$ cat config.mk
export PLATFORM = sky130hd
export DESIGN_NAME = adc_align_ctrl
export DESIGN_NICKNAME = d
export VERILOG_FILES = /design/src/rtl/adc_align_ctrl_pkg.sv /design/src/rtl/adc_align_ctrl_frame_chk.sv /design/src/rtl/adc_align_ctrl.sv
export SDC_FILE = /design/constraint.sdc
export NUM_CORES = 1
export LEC_CHECK = 0
export ABC_AREA = 1
export BUFFER_PORTS_ARGS = -buffer_cell sky130_fd_sc_hd__buf_2
export CAP_MARGIN = 10
export CORE_MARGIN = 1.5
export CORE_UTILIZATION = 35
export CTS_BUF_LIST = sky130_fd_sc_hd__clkbuf_4
export CTS_CLUSTER_SIZE = 24
export DETAILED_ROUTE_END_ITERATION = 10
export PLACE_DENSITY_LB_ADDON = 0.08
export SYNTH_ARGS = -nofsm -noshare
export SYNTH_HDL_FRONTEND = slang
export SYNTH_SLANG_ARGS = --single-unit
$ cat constraint.sdc
create_clock -name clk -period 4.1 [get_ports clk]
set_input_delay 0 -clock clk [delete_from_list [all_inputs] [get_ports clk]]
set_output_delay 0 -clock clk [all_outputs]
set_load 0.02 [all_outputs]
$ cat src/rtl/adc_align_ctrl_pkg.sv
// Shared definitions for the ADC receiver alignment sequencer: state codes and
// the default deserialised frame pattern used by the receiver.
package adc_align_ctrl_pkg;

  typedef logic [3:0] state_t;

  localparam logic [3:0] S_IDLE    = 4'd0;
  localparam logic [3:0] S_CAL     = 4'd1;
  localparam logic [3:0] S_CAL_WT  = 4'd2;
  localparam logic [3:0] S_DRST    = 4'd3;
  localparam logic [3:0] S_DRST_WT = 4'd4;
  localparam logic [3:0] S_ALIGN   = 4'd5;
  localparam logic [3:0] S_SLIP_WT = 4'd6;
  localparam logic [3:0] S_VERIFY  = 4'd7;
  localparam logic [3:0] S_LOCKED  = 4'd8;
  localparam logic [3:0] S_FAIL    = 4'd9;

  localparam logic [5:0] FRAME_DEFAULT = 6'b111000;

  function automatic int max_int(input int a, input int b);
    return (a > b) ? a : b;
  endfunction

endpackage

$ cat src/rtl/adc_align_ctrl_frame_chk.sv
// Frame word comparator with consecutive good/bad frame counters; the
// sequencer decides when each counter runs, holds or clears.
module adc_align_ctrl_frame_chk
  import adc_align_ctrl_pkg::*;
#(
  parameter logic [5:0] FRAME    = FRAME_DEFAULT,
  parameter int         GOOD_MAX = 256,
  parameter int         BAD_MAX  = 4,
  parameter int         GOOD_W   = 9,
  parameter int         BAD_W    = 3
) (
  input  logic              clk,
  input  logic              rst_n,
  input  logic [5:0]        fr_r,
  input  logic              good_en,
  input  logic              bad_en,
  input  logic              bad_clr,
  output logic              match,
  output logic [GOOD_W-1:0] good_cnt,
  output logic [BAD_W-1:0]  bad_cnt
);

  assign match = (fr_r == FRAME);

  // Both counters saturate at their limits so they can never wrap.
  always_ff @(posedge clk or negedge rst_n) begin
    if (!rst_n) begin
      good_cnt <= '0;
      bad_cnt  <= '0;
    end else begin
      if (!good_en || !match)
        good_cnt <= '0;
      else if (good_cnt != GOOD_W'(GOOD_MAX))
        good_cnt <= good_cnt + 1'b1;

      if (bad_clr || (bad_en && match))
        bad_cnt <= '0;
      else if (bad_en && (bad_cnt != BAD_W'(BAD_MAX)))
        bad_cnt <= bad_cnt + 1'b1;
    end
  end

endmodule

$ cat src/rtl/adc_align_ctrl.sv
// ADC receiver sequencer: IODELAY calibrate/reset, bitslip frame alignment,
// lock verification and loss monitoring. ADC_RECAL_EN adds periodic recalibration.
module adc_align_ctrl
  import adc_align_ctrl_pkg::*;
#(
  parameter logic [5:0] FRAME        = FRAME_DEFAULT,
  parameter int         CAL_WAIT     = 64,
  parameter int         SLIP_WAIT    = 16,
  parameter int         MAX_SLIPS    = 12,
  parameter int         VERIFY_LEN   = 256,
  parameter int         LOSS_THR     = 4,
  parameter int         RECAL_PERIOD = 2**20
) (
  input  logic        clk,
  input  logic        rst_n,
  input  logic        start,
  input  logic [5:0]  fr_r,
  output logic        del_cal,
  output logic        del_rst,
  output logic        bs,
  output logic        locked,
  output logic        failed,
  output logic        loss,
  output logic [15:0] errcnt,
  output logic [3:0]  state
);

  localparam int WAIT_W = $clog2(max_int(CAL_WAIT, SLIP_WAIT) + 1);
  localparam int SLIP_W = $clog2(MAX_SLIPS + 1);
  localparam int GOOD_W = $clog2(VERIFY_LEN + 1);
  localparam int BAD_W  = $clog2(LOSS_THR + 1);

  state_t            state_reg, state_next;
  logic [WAIT_W-1:0] wait_reg, wait_next;
  logic [SLIP_W-1:0] slip_reg, slip_next;
  logic [15:0]       errcnt_next;
  logic              bs_next;
  logic              recal_pulse;
  logic              check_en;
  logic              match;
  logic [GOOD_W-1:0] good_cnt;
  logic [BAD_W-1:0]  bad_cnt;

  adc_align_ctrl_frame_chk #(
    .FRAME    (FRAME),
    .GOOD_MAX (VERIFY_LEN),
    .BAD_MAX  (LOSS_THR),
    .GOOD_W   (GOOD_W),
    .BAD_W    (BAD_W)
  ) u_frame_chk (
    .clk      (clk),
    .rst_n    (rst_n),
    .fr_r     (fr_r),
    .good_en  ((state_reg == S_ALIGN) || (state_reg == S_VERIFY)),
    .bad_en   ((state_reg == S_LOCKED) && check_en),
    .bad_clr  (state_reg != S_LOCKED),
    .match    (match),
    .good_cnt (good_cnt),
    .bad_cnt  (bad_cnt)
  );

`ifdef ADC_RECAL_EN
  localparam int RECAL_W = $clog2(RECAL_PERIOD);
  localparam int SUPP_W  = $clog2(CAL_WAIT + 2);

  logic [RECAL_W-1:0] recal_reg;
  logic [SUPP_W-1:0]  supp_reg;

  // Suppression window covers the pulse cycle plus CAL_WAIT cycles after it.
  always_ff @(posedge clk or negedge rst_n) begin
    if (!rst_n) begin
      recal_reg <= '0;
      supp_reg  <= '0;
    end else if (state_reg != S_LOCKED) begin
      recal_reg <= '0;
      supp_reg  <= '0;
    end else if (recal_pulse) begin
      recal_reg <= '0;
      supp_reg  <= SUPP_W'(CAL_WAIT + 1);
    end else begin
      recal_reg <= recal_reg + 1'b1;
      if (supp_reg != '0)
        supp_reg <= supp_reg - 1'b1;
    end
  end

  assign recal_pulse = (state_reg == S_LOCKED) && (recal_reg == RECAL_W'(RECAL_PERIOD - 1));
  assign check_en    = (supp_reg == '0);
`else
  logic unused_recal;
  assign unused_recal = (RECAL_PERIOD != 0);
  assign recal_pulse  = 1'b0;
  assign check_en     = 1'b1;
`endif

  always_comb begin
    state_next  = state_reg;
    wait_next   = '0;
    slip_next   = slip_reg;
    errcnt_next = errcnt;
    bs_next     = 1'b0;
    if (!start) begin
      state_next = S_IDLE;
    end else begin
      case (state_reg)
        S_IDLE: begin
          state_next  = S_CAL;
          errcnt_next = '0;
        end
        S_CAL:
          state_next = S_CAL_WT;
        S_CAL_WT:
          if (wait_reg == WAIT_W'(CAL_WAIT - 1)) state_next = S_DRST;
          else                                   wait_next  = wait_reg + 1'b1;
        S_DRST: begin
          state_next = S_DRST_WT;
          slip_next  = '0;
        end
        S_DRST_WT:
          if (wait_reg == WAIT_W'(CAL_WAIT - 1)) begin
            state_next = S_ALIGN;
            slip_next  = '0;
          end else begin
            wait_next = wait_reg + 1'b1;
          end
        S_ALIGN:
          if (match) begin
            state_next = S_VERIFY;
          end else if (slip_reg == SLIP_W'(MAX_SLIPS)) begin
            state_next = S_FAIL;
          end else begin
            state_next = S_SLIP_WT;
            slip_next  = slip_reg + 1'b1;
            bs_next    = 1'b1;
          end
        S_SLIP_WT:
          if (wait_reg == WAIT_W'(SLIP_WAIT - 1)) state_next = S_ALIGN;
          else                                    wait_next  = wait_reg + 1'b1;
        // good_cnt already includes the matching frame seen in ALIGN.
        S_VERIFY:
          if (!match)                                   state_next = S_ALIGN;
          else if (good_cnt == GOOD_W'(VERIFY_LEN - 1)) state_next = S_LOCKED;
        S_LOCKED:
          if (check_en && !match) begin
            if (errcnt != 16'hFFFF)
              errcnt_next = errcnt + 16'd1;
            if (bad_cnt == BAD_W'(LOSS_THR - 1)) begin
              state_next = S_ALIGN;
              slip_next  = '0;
            end
          end
        S_FAIL: ;
        default:
          state_next = S_IDLE;
      endcase
    end
  end

  // Outputs are registered from the next state so they line up with the state they describe.
  always_ff @(posedge clk or negedge rst_n) begin
    if (!rst_n) begin
      state_reg <= S_IDLE;
      wait_reg  <= '0;
      slip_reg  <= '0;
      errcnt    <= '0;
      del_cal   <= 1'b0;
      del_rst   <= 1'b0;
      bs        <= 1'b0;
      locked    <= 1'b0;
      failed    <= 1'b0;
      loss      <= 1'b0;
    end else begin
      state_reg <= state_next;
      wait_reg  <= wait_next;
      slip_reg  <= slip_next;
      errcnt    <= errcnt_next;
      del_cal   <= (state_next == S_CAL) || (recal_pulse && (state_next == S_LOCKED));
      del_rst   <= (state_next == S_DRST);
      bs        <= bs_next;
      locked    <= (state_next == S_LOCKED);
      failed    <= (state_next == S_FAIL);
      loss      <= (state_reg == S_LOCKED) && (state_next == S_ALIGN);
    end
  end

  assign state = state_reg;

endmodule

==> flow_summary.json <==
{
  "hold-worst-slack_ps": 171,
  "yosysSeqAreaShare_pct": 42.6,
  "post_cts_buffers": 0,
  "cts_tree": "built",
  "grt_first_pass_wirelength_um": 11300,
  "drc": 0,
  "fp.dieW_um": 93.7,
  "drive_gt1_share_pct": 15.4,
  "finalSetupTns_ps": 0,
  "cap_violations": 0,
  "nFillCells": 833,
  "finClkSkew_ps": 10.6,
  "route.vias.total": 2512,
  "cts_resized": 0,
  "routed_wl_um": 6320,
  "worst_setup_path_start_kind": "flip-flop",
  "dr.pass1.iters": 5,
  "path_clk_slew_ps": 140,
  "cts-root-buf": "clkbuf_4",
  "wire_per_inst_um": 11.9,
  "initial_core_util_pct": 36.7,
  "critPathMaxStageDelay_ps": 480,
  "combPwrFrac_pct": 27.3,
  "outcome": "complete, no violations",
  "clkPwrFrac_pct": 25.5,
  "clock_latency_ps": 370,
  "rows": 32,
  "detail-route-antenna-nets": 0,
  "cts_buffers": 5,
  "period_share_pct": 47.8,
  "yosys_register_bits": 49,
  "first_iter_violations": 183,
  "setup-violations-final": 0,
  "tightest_slew_ps": 638,
  "netlist_instances": 388,
  "internal_power_uw": 736,
  "maxSlewHeadroom_pct": 57.5,
  "final_common_cell": "nand2_1",
  "ios": 35,
  "worst_path_max_delay_cell": "dfrtp_1",
  "final_cell_mix": "nand2_1 (107), nor2_1 (53), dfrtp_1 (49)",
  "viasPerCell": 4.74,
  "place_hpwl_um": 4730,
  "switchingPower_uw": 410,
  "antenna_found_initial": 0,
  "ys_types": 34,
  "timing.final.hold_violations": 0,
  "max_freq_mhz": 511,
  "cp_max_fo": 14,
  "syn_to_final_growth_pct": 12.7,
  "slew_viol_final": 0,
  "cts.htree.levels": 2,
  "cp.arrival_ps": 2240,
  "hold_buffers": 2,
  "syn_nets": 407,
  "grt_max_degree": 50,
  "final_nets": 446,
  "rsz0062_at_grt": "false",
  "min_path_type": "input pin to flip-flop",
  "cp.required_ps": 4380,
  "gp_congestion": 0.837,
  "crit_path_end_kind": "flip-flop",
  "fp.dieH_um": 93.7,
  "synth_area_per_cell_um2": 7.43,
  "io_buffers": 34,
  "min_period_ps": 1960,
  "largest_reg_flops": 16,
  "yosys_warnings": 0,
  "coreArea_mm2": 0.00785,
  "path_class": "flip-flop to flip-flop",
  "p_leak_nw": 1.65,
  "ir_drop_uv": 135,
  "syn_area_mm2": 0.00288,
  "gr-total-overflow": 0,
  "powerDensity_mw_per_mm2": 353,
  "sw_frac_of_total_pct": 35.8,
  "dieArea_mm2": 0.00879,
  "seq_power_share_pct": 47.2,
  "antenna_cells": 0,
  "cp_common_cell": "nand2_1",
  "cts_buffer_depth": 2,
  "track_usage_pct": 16.3,
  "clkSinkCount": 49,
  "path_cells": "nor2_1, nand2_1, inv_2, nand2_1, nand2_1, nor2_1, nand2_1, nand2_1, nand2_1",
  "grt_pass1_vias": 2428
}
-- per-layer routing --
layer | global-route usage (%) | vias to the layer above | part of all wire, %
met4 | 4.10 | 0 | 1.1
met2 | 24.9 | 42 | 45
li1 | - | 1311 | -
met5 | 0 | - | 0
met3 | 3.07 | 6 | 2.9
met1 | 23.6 | 1153 | 51
-- critical path, delay by kind of cell (launching register included) --
family,cells,cell delay (ps)
simple gates,8,1160
flops,1,480
buf+inv,1,220
-- path summary, 6_finish.rpt --
check | start | end | slack (ps) | cells after the start
max | state[2] | slip_reg[2] | 2140 | 9
min reg2reg | wait_reg[0] | wait_reg[0] | 480 | 1
max reg2reg | state[2] | slip_reg[2] | 2140 | 9
min | fr_r[2] | state[2] | 170 | 7
max in group asynchronous | rst_n | errcnt[9] | 3420 | 3
min in group asynchronous | rst_n | bs | 250 | 3
-- cell usage after synthesis --
cell type,count,share of area (%)
a211oi_1,2,0.52
a211oi_2,1,0.43
a21boi_2,1,0.39
a21oi_1,10,1.7
and3_1,1,0.22
buf_4,1,0.26
buf_6,2,0.78
clkbuf_1,2,0.26
clkinv_1,1,0.13
dfrtp_1,49,43
ha_1,10,4.3
inv_1,42,5.5
inv_2,5,0.65
nand2_1,107,14
nand2_2,3,0.65
nand2_4,1,0.39
nand3_1,40,6.9
nand3_2,1,0.35
nand3b_1,1,0.26
nand4_1,6,1.3
nor2_1,53,6.9
nor2_2,2,0.43
nor2_4,2,0.78
nor3_1,5,0.87
nor3_2,1,0.35
nor3b_1,1,0.26
o21a_1,1,0.26
o21ai_0,7,1.2
o21ai_1,9,1.6
o21ai_2,1,0.30
o22ai_1,1,0.22
or2_2,6,1.3
xnor2_1,3,0.91
xor2_1,10,3.0
-- power by group through the flow --
stage | combinational (mW) | sequential [mW] | clock (mW)
2_1_floorplan | 0.221 | 0.572 | 0
3_3_place_gp | 0.318 | 0.550 | 0
3_5_place_dp | 0.315 | 0.551 | 0
4_1_cts | 0.317 | 0.542 | 0.308
5_1_grt | 0.362 | 0.546 | 0.327
6_report | 0.312 | 0.541 | 0.292
-- through the flow --
step | std cells | setup WS [ps] | instance area, µm² | power (mW) | util [%]
global route | 530 | 1880 | 3250 | 1.23 | 41.4
CTS | 530 | 2110 | 3250 | 1.17 | 41.4
floorplan | 388 | 2470 | 2880 | 0.792 | -
finish | 530 | 2140 | 3250 | 1.15 | 41.4
global placement | 520 | 2180 | 3150 | 0.868 | 40.1
detailed placement | 520 | 2140 | 3150 | 0.866 | 40.1
-- kinds of logic (layout without fill, tap and decap cells) --
logic type / after synthesis / after routing / synth area share [%]
and+or+nand+nor: 230 / 230 / 35.0
buffers and inverters: 53 / 93 / 7.56
DFF: 49 / 49 / 42.6
AOI/OAI and AO/OA: 33 / 33 / 6.64
xor gates and xnor gates: 13 / 13 / 3.95
adders and majority gates: 10 / 10 / 4.34
-- area by class of cell --
type	count	area [µm²]	share of cell area (%)
clock buffers	6	45.0	1.39
clock inverters	2	33.8	1.04
inverters	48	180	5.55
multi-input cells	286	1440	44.3
flip-flops and latches	49	1230	37.8
well taps	102	128	3.93
repair buffers	37	198	6.09
(Power assumes the default switching activity.)
